## src/rtl/seg7_scan_driver.sv

```systemverilog
// seg7_scan_driver: multiplexed 7-segment scanner with double-buffered display data and blink
module seg7_scan_driver #(
   parameter int NUM_DIGITS   = 4,
   parameter int REFRESH_DIV  = 50000,
   parameter int BLINK_FRAMES = 64,
   parameter int ACTIVE_LOW   = 1
) (
   input  logic                    clk,
   input  logic                    reset,
   input  logic [4*NUM_DIGITS-1:0] digits,
   input  logic [NUM_DIGITS-1:0]   dp,
   input  logic [NUM_DIGITS-1:0]   blank,
   input  logic [NUM_DIGITS-1:0]   blink,
   input  logic [NUM_DIGITS-1:0]   alt,
   input  logic                    load,
   output logic [7:0]              seg,
   output logic [NUM_DIGITS-1:0]   dig,
   output logic                    frame_tick,
   output logic                    pending
);
   localparam int PW = $clog2(REFRESH_DIV);
   localparam int IW = NUM_DIGITS > 1 ? $clog2(NUM_DIGITS) : 1;
   localparam int BW = BLINK_FRAMES > 1 ? $clog2(BLINK_FRAMES) : 1;
   localparam logic [PW-1:0] PRE_MAX = PW'(REFRESH_DIV - 1);
   localparam logic [IW-1:0] IDX_MAX = IW'(NUM_DIGITS - 1);
   localparam logic [BW-1:0] BL_MAX  = BW'(BLINK_FRAMES - 1);
   localparam logic [7:0] SEG_OFF = {8{ACTIVE_LOW != 0}};
   localparam logic [NUM_DIGITS-1:0] DIG_OFF = {NUM_DIGITS{ACTIVE_LOW != 0}};

   typedef struct packed {
      logic [4*NUM_DIGITS-1:0] nib;
      logic [NUM_DIGITS-1:0]   dp;
      logic [NUM_DIGITS-1:0]   blank;
      logic [NUM_DIGITS-1:0]   blink;
      logic [NUM_DIGITS-1:0]   alt;
   } disp_t;

   // everything dark until the first transfer
   localparam disp_t DISP_RST = disp_t'({{(5*NUM_DIGITS){1'b0}}, {NUM_DIGITS{1'b1}}, {(2*NUM_DIGITS){1'b0}}});

   logic [PW-1:0]         pre_q, pre_d;
   logic [IW-1:0]         idx_q, idx_d;
   logic [BW-1:0]         bl_cnt_q, bl_cnt_d;
   logic                  phase_q, phase_d;
   logic                  pending_q, pending_d;
   logic                  frame_tick_q, frame_tick_d;
   disp_t                 sh_q, sh_d, act_q, act_d;
   logic [7:0]            seg_q, seg_d, seg_l;
   logic [NUM_DIGITS-1:0] dig_q, dig_d, onehot;
   logic                  pre_wrap, boundary, dark, lit;

   // active-low glyph for bits g..a; alt selects 't' in place of 'A'
   function automatic logic [6:0] glyph(input logic [3:0] n, input logic a);
      case (n)
         4'h0:    glyph = 7'b1000000;
         4'h1:    glyph = 7'b1111001;
         4'h2:    glyph = 7'b0100100;
         4'h3:    glyph = 7'b0110000;
         4'h4:    glyph = 7'b0011001;
         4'h5:    glyph = 7'b0010010;
         4'h6:    glyph = 7'b0000010;
         4'h7:    glyph = 7'b1111000;
         4'h8:    glyph = 7'b0000000;
         4'h9:    glyph = 7'b0010000;
         4'hA:    glyph = a ? 7'b0000111 : 7'b0001000;
         4'hB:    glyph = 7'b0000011;
         4'hC:    glyph = 7'b1000110;
         4'hD:    glyph = 7'b0100001;
         4'hE:    glyph = 7'b0000110;
         default: glyph = 7'b0001110;
      endcase
   endfunction

   // next-state scan, buffering and blink; outputs are derived from the next state so the registered
   // seg/dig line up with the slot the counters are entering
   always_comb begin
      pre_wrap     = pre_q == PRE_MAX;
      boundary     = pre_wrap && idx_q == IDX_MAX;
      pre_d        = pre_wrap ? '0 : pre_q + 1'b1;
      idx_d        = !pre_wrap ? idx_q : boundary ? '0 : idx_q + 1'b1;
      bl_cnt_d     = !boundary ? bl_cnt_q : bl_cnt_q == BL_MAX ? '0 : bl_cnt_q + 1'b1;
      phase_d      = phase_q ^ (boundary && bl_cnt_q == BL_MAX);
      pending_d    = load || (pending_q && !boundary);
      sh_d         = load ? disp_t'({digits, dp, blank, blink, alt}) : sh_q;
      act_d        = boundary && pending_q ? sh_q : act_q;
      dark         = act_d.blank[idx_d] || (act_d.blink[idx_d] && phase_d);
      lit          = pre_d != '0 && !dark;
      onehot       = NUM_DIGITS'(1) << idx_d;
      seg_l        = {~act_d.dp[idx_d], glyph(act_d.nib[{idx_d, 2'b00} +: 4], act_d.alt[idx_d])};
      seg_d        = !lit ? SEG_OFF : ACTIVE_LOW != 0 ? seg_l : ~seg_l;
      dig_d        = !lit ? DIG_OFF : ACTIVE_LOW != 0 ? ~onehot : onehot;
      frame_tick_d = boundary;
   end

   // state and output registers
   always_ff @(posedge clk or posedge reset) begin
      if (reset) begin
         pre_q        <= '0;
         idx_q        <= '0;
         bl_cnt_q     <= '0;
         phase_q      <= 1'b0;
         pending_q    <= 1'b0;
         frame_tick_q <= 1'b0;
         sh_q         <= DISP_RST;
         act_q        <= DISP_RST;
         seg_q        <= SEG_OFF;
         dig_q        <= DIG_OFF;
      end else begin
         pre_q        <= pre_d;
         idx_q        <= idx_d;
         bl_cnt_q     <= bl_cnt_d;
         phase_q      <= phase_d;
         pending_q    <= pending_d;
         frame_tick_q <= frame_tick_d;
         sh_q         <= sh_d;
         act_q        <= act_d;
         seg_q        <= seg_d;
         dig_q        <= dig_d;
      end
   end

   assign seg        = seg_q;
   assign dig        = dig_q;
   assign frame_tick = frame_tick_q;
   assign pending    = pending_q;
endmodule
```

## config.mk

```make
export PLATFORM = sky130hd
export DESIGN_NAME = seg7_scan_driver
export DESIGN_NICKNAME = d
export VERILOG_FILES = /design/src/rtl/seg7_scan_driver.sv
export SDC_FILE = /design/constraint.sdc
export NUM_CORES = 1
export LEC_CHECK = 0
export ABC_AREA = 1
export CAP_MARGIN = 20
export CORE_ASPECT_RATIO = 1.25
export CORE_MARGIN = 3
export CORE_UTILIZATION = 58
export CTS_CLUSTER_DIAMETER = 60
export CTS_CLUSTER_SIZE = 24
export DETAILED_ROUTE_END_ITERATION = 12
export PLACE_DENSITY = 0.81
export SETUP_SLACK_MARGIN = 0.1
export SYNTH_ARGS = -nofsm -noshare
export SYNTH_HDL_FRONTEND = slang
export SYNTH_SLANG_ARGS = --single-unit
export TNS_END_PERCENT = 5
```

## constraint.sdc

```tcl
create_clock -name clk -period 11.9 [get_ports clk]
set_clock_uncertainty 0.2 [all_clocks]
set_input_delay 2.975 -clock clk [delete_from_list [all_inputs] [get_ports clk]]
set_output_delay 2.975 -clock clk [all_outputs]
set_load 0.05 [all_outputs]
```

==> flow_summary.ini <==
[yosys]
async_flop_share_pct = 100.0
syn_nets = 669
synth_area_leaders = dfrtp_1 41%, nand2_1 18%, dfstp_2 10%
netlist.area_leader.share_pct = 41.28
yosysWarnings = 0
synthTopCellsByCount = 237 x nand2_1, 83 x dfrtp_1, 75 x inv_1
synth.cell_area_um2 = 5031
synth.distinct_cells = 32
synth_top_area_cell = dfrtp_1
ys.flop_type = dfrtp_1
synth_edf_count = 0
synth.most_common_cell = nand2_1
synth_cells = 631
ys_ff_latch = 103
syn_avg_cell_area_um2 = 7.973
seq_area_frac_synth_pct = 51.73

[timing]
fin_crit_sh_pct = 44.40
timing_hold_violations_final = 0
rsz0062_at_grt = false
finalSetupViolCount = 0
tns_ps = 0
slew_violations = 0
slew_headroom_pct = 44.95
period_minus_slack_ps = 5284
tightest_slew_ps = 825.7
fmax_mhz = 189.2

[grt]
grtUsageMet2_pct = 40.62
overflow = 0
grt_util_met3_pct = 4.684
grt_start_max_net_pins = 67
grt-busiest-layer = met2
antenna_found_initial = 0
use_met1_pct = 27.54
grt_usage_pct = 23.00
grt_pass1_vias = 3939
grt_first_pass_wirelength_um = 17560

[floorplan]
pin_count = 49
die_area_um2 = 9835
die_h_um = 110.1
rows = 37
die_w_um = 89.31
initial_core_util_pct = 60.38
core-area_um2 = 8333

[worst_setup_path]
crit_slowest_cell = clkdlybuf4s50_1
critPathRequiredTime_ps = 8730
crit_fanout = 20
startpoint = pending
r2r_start = idx_q[0]
critPathMaxStageDelay_ps = 930
arrival_ps = 2110
start_kind = flop
crit_family = buffers and inverters
path_cells = clkdlybuf4s50_1
path_class = flop to primary output
critPathBufInv = 1
crit_path_end_kind = primary output

[clock_tree]
holdBufCountCts = 0
clk_path_buf_depth = 2
tritoncts = yes
cts.sinks = 103
cts_root_buffer = clkbuf_8
cts-buffers-inserted = 9
path_clk_slew_ps = 120
cts.repair.resized = 0
post_cts_buffers = 0
clk_latency_ps = 370
htreeDepth = 3

[min_path]
worstHoldStart = sh_q[11]
hold_class = flop to flop

[detailed_routing]
wirelength_um = 10420
vias_per_cell = 5.284
vias = 4095
drt_iter0_drc = 209
antenna_left = 0
wl_per_cell_um = 13.45
drc = 0
drt_pass1_iterations = 5

[pwr]
pwr-share-seq_pct = 57.7
swShare_pct = 24.24
powerDensity_nw_per_um2 = 109.9
pwr-share-clk_pct = 37.3
p_leak_nw = 2.934
pwr-share-comb_pct = 5.0
p_sw_mw = 0.1533
p_int_mw = 0.4793
vdd_ir_drop_max_mv = 0.08433

[placed_design]
dp_cells = 759
hpwlAfterDp_um = 7602
port_buffers = 48
place_congestion = 0.9989

[final_layout]
seq_area_um2 = 2603
fin_cells = 775
multiInputGateArea_um2 = 2018
drive_gt1_share_pct = 10.62
syn2layout_area_growth_pct = 14.45
nFillCells = 709
nets = 711
fin_util_pct = 69.10
diodes = 0

[run_status]
status = finished, final reports clean

[run]
drv_cap = 0
==> worst paths after layout <==
path                        endpoint  slack [ps]  cells after the start
setup / recovery             pending        6620                      1
hold / removal              sh_q[11]         280                      2
setup reg to reg              seg[5]        8760                     10
hold reg to reg             sh_q[11]         280                      2
max in group asynchronous  pre_q[15]        7540                      3
min in group asynchronous   sh_q[24]        2750                      2
==> metrics by stage <==
stage	worst slack [ps]	instance area, um2	power (mW)	hold WS [ps]
detailed placement	7043	5537	0.4041	259.2
global route	6524	5758	0.6587	296.5
global placement	7062	5537	0.4025	253.5
CTS	6620	5758	0.6379	285.3
floorplan	6054	5031	0.3866	242.0
finish	6616	5758	0.6326	279.6
==> tightest hold or removal path, cell delays in order (launching register included) <==
cell	delay (ps)
dfstp_2	390
nand2_1	50
nand2_1	50
==> cells by family (layout without fill, tap and decap cells) <==
family	after synthesis	after routing	share of synthesized area, %
flip-flops	103	103	51.73
AND/OR/NAND/NOR	368	368	32.68
AO/OA/AOI/OAI	52	52	5.471
buffers and inverters	98	145	8.157
XOR/XNOR	7	7	1.219
adder cells (fa/ha/maj)	3	3	0.7462
==> registers in the layout (all words and copies together), names as in the netlist <==
signal      cells
act_q          32
bl_cnt_q        6
dig             4
frame_tick      1
idx_q           2
pending         1
phase_q         1
pre_q          16
seg             8
sh_q           32
==> area by class of cell <==
class / count / share of cell area, %
Sequential cell: 103 / 45.20
Multi-Input combinational cell: 430 / 35.05
Timing Repair Buffer: 50 / 8.605
Inverter: 79 / 5.193
Clock buffer: 9 / 2.151
Tap cell: 97 / 2.108
Clock inverter: 7 / 1.695
==> power by group through the flow <==
stage	clock network, mW	logic [mW]	registers, mW
2_1_floorplan	0	0.0165	0.370
3_3_place_gp	0	0.0314	0.371
3_5_place_dp	0	0.0327	0.371
4_1_cts	0.240	0.0329	0.365
5_1_grt	0.256	0.0367	0.366
6_report	0.236	0.0318	0.365
==> placed cells by master, fill, tap and decap left out, types with 20 or more instances in the layout <==
cell             count
nor2_1              44
nand3_1             28
nand2_1            237
dfstp_2             20
dfrtp_1             83
nand4_1             23
inv_1               74
o21ai_0             32
clkdlybuf4s50_1     48
==> routing by layer <==
| layer | share of wire, % | vias up |
|---|---|---|
| met5 | 0 | - |
| met4 | 2.2 | 0 |
| met3 | 3.4 | 23 |
| met2 | 53 | 89 |
| met1 | 42 | 1940 |
| li1 | - | 2043 |
No activity file was read; power rests on OpenSTA's default activity.
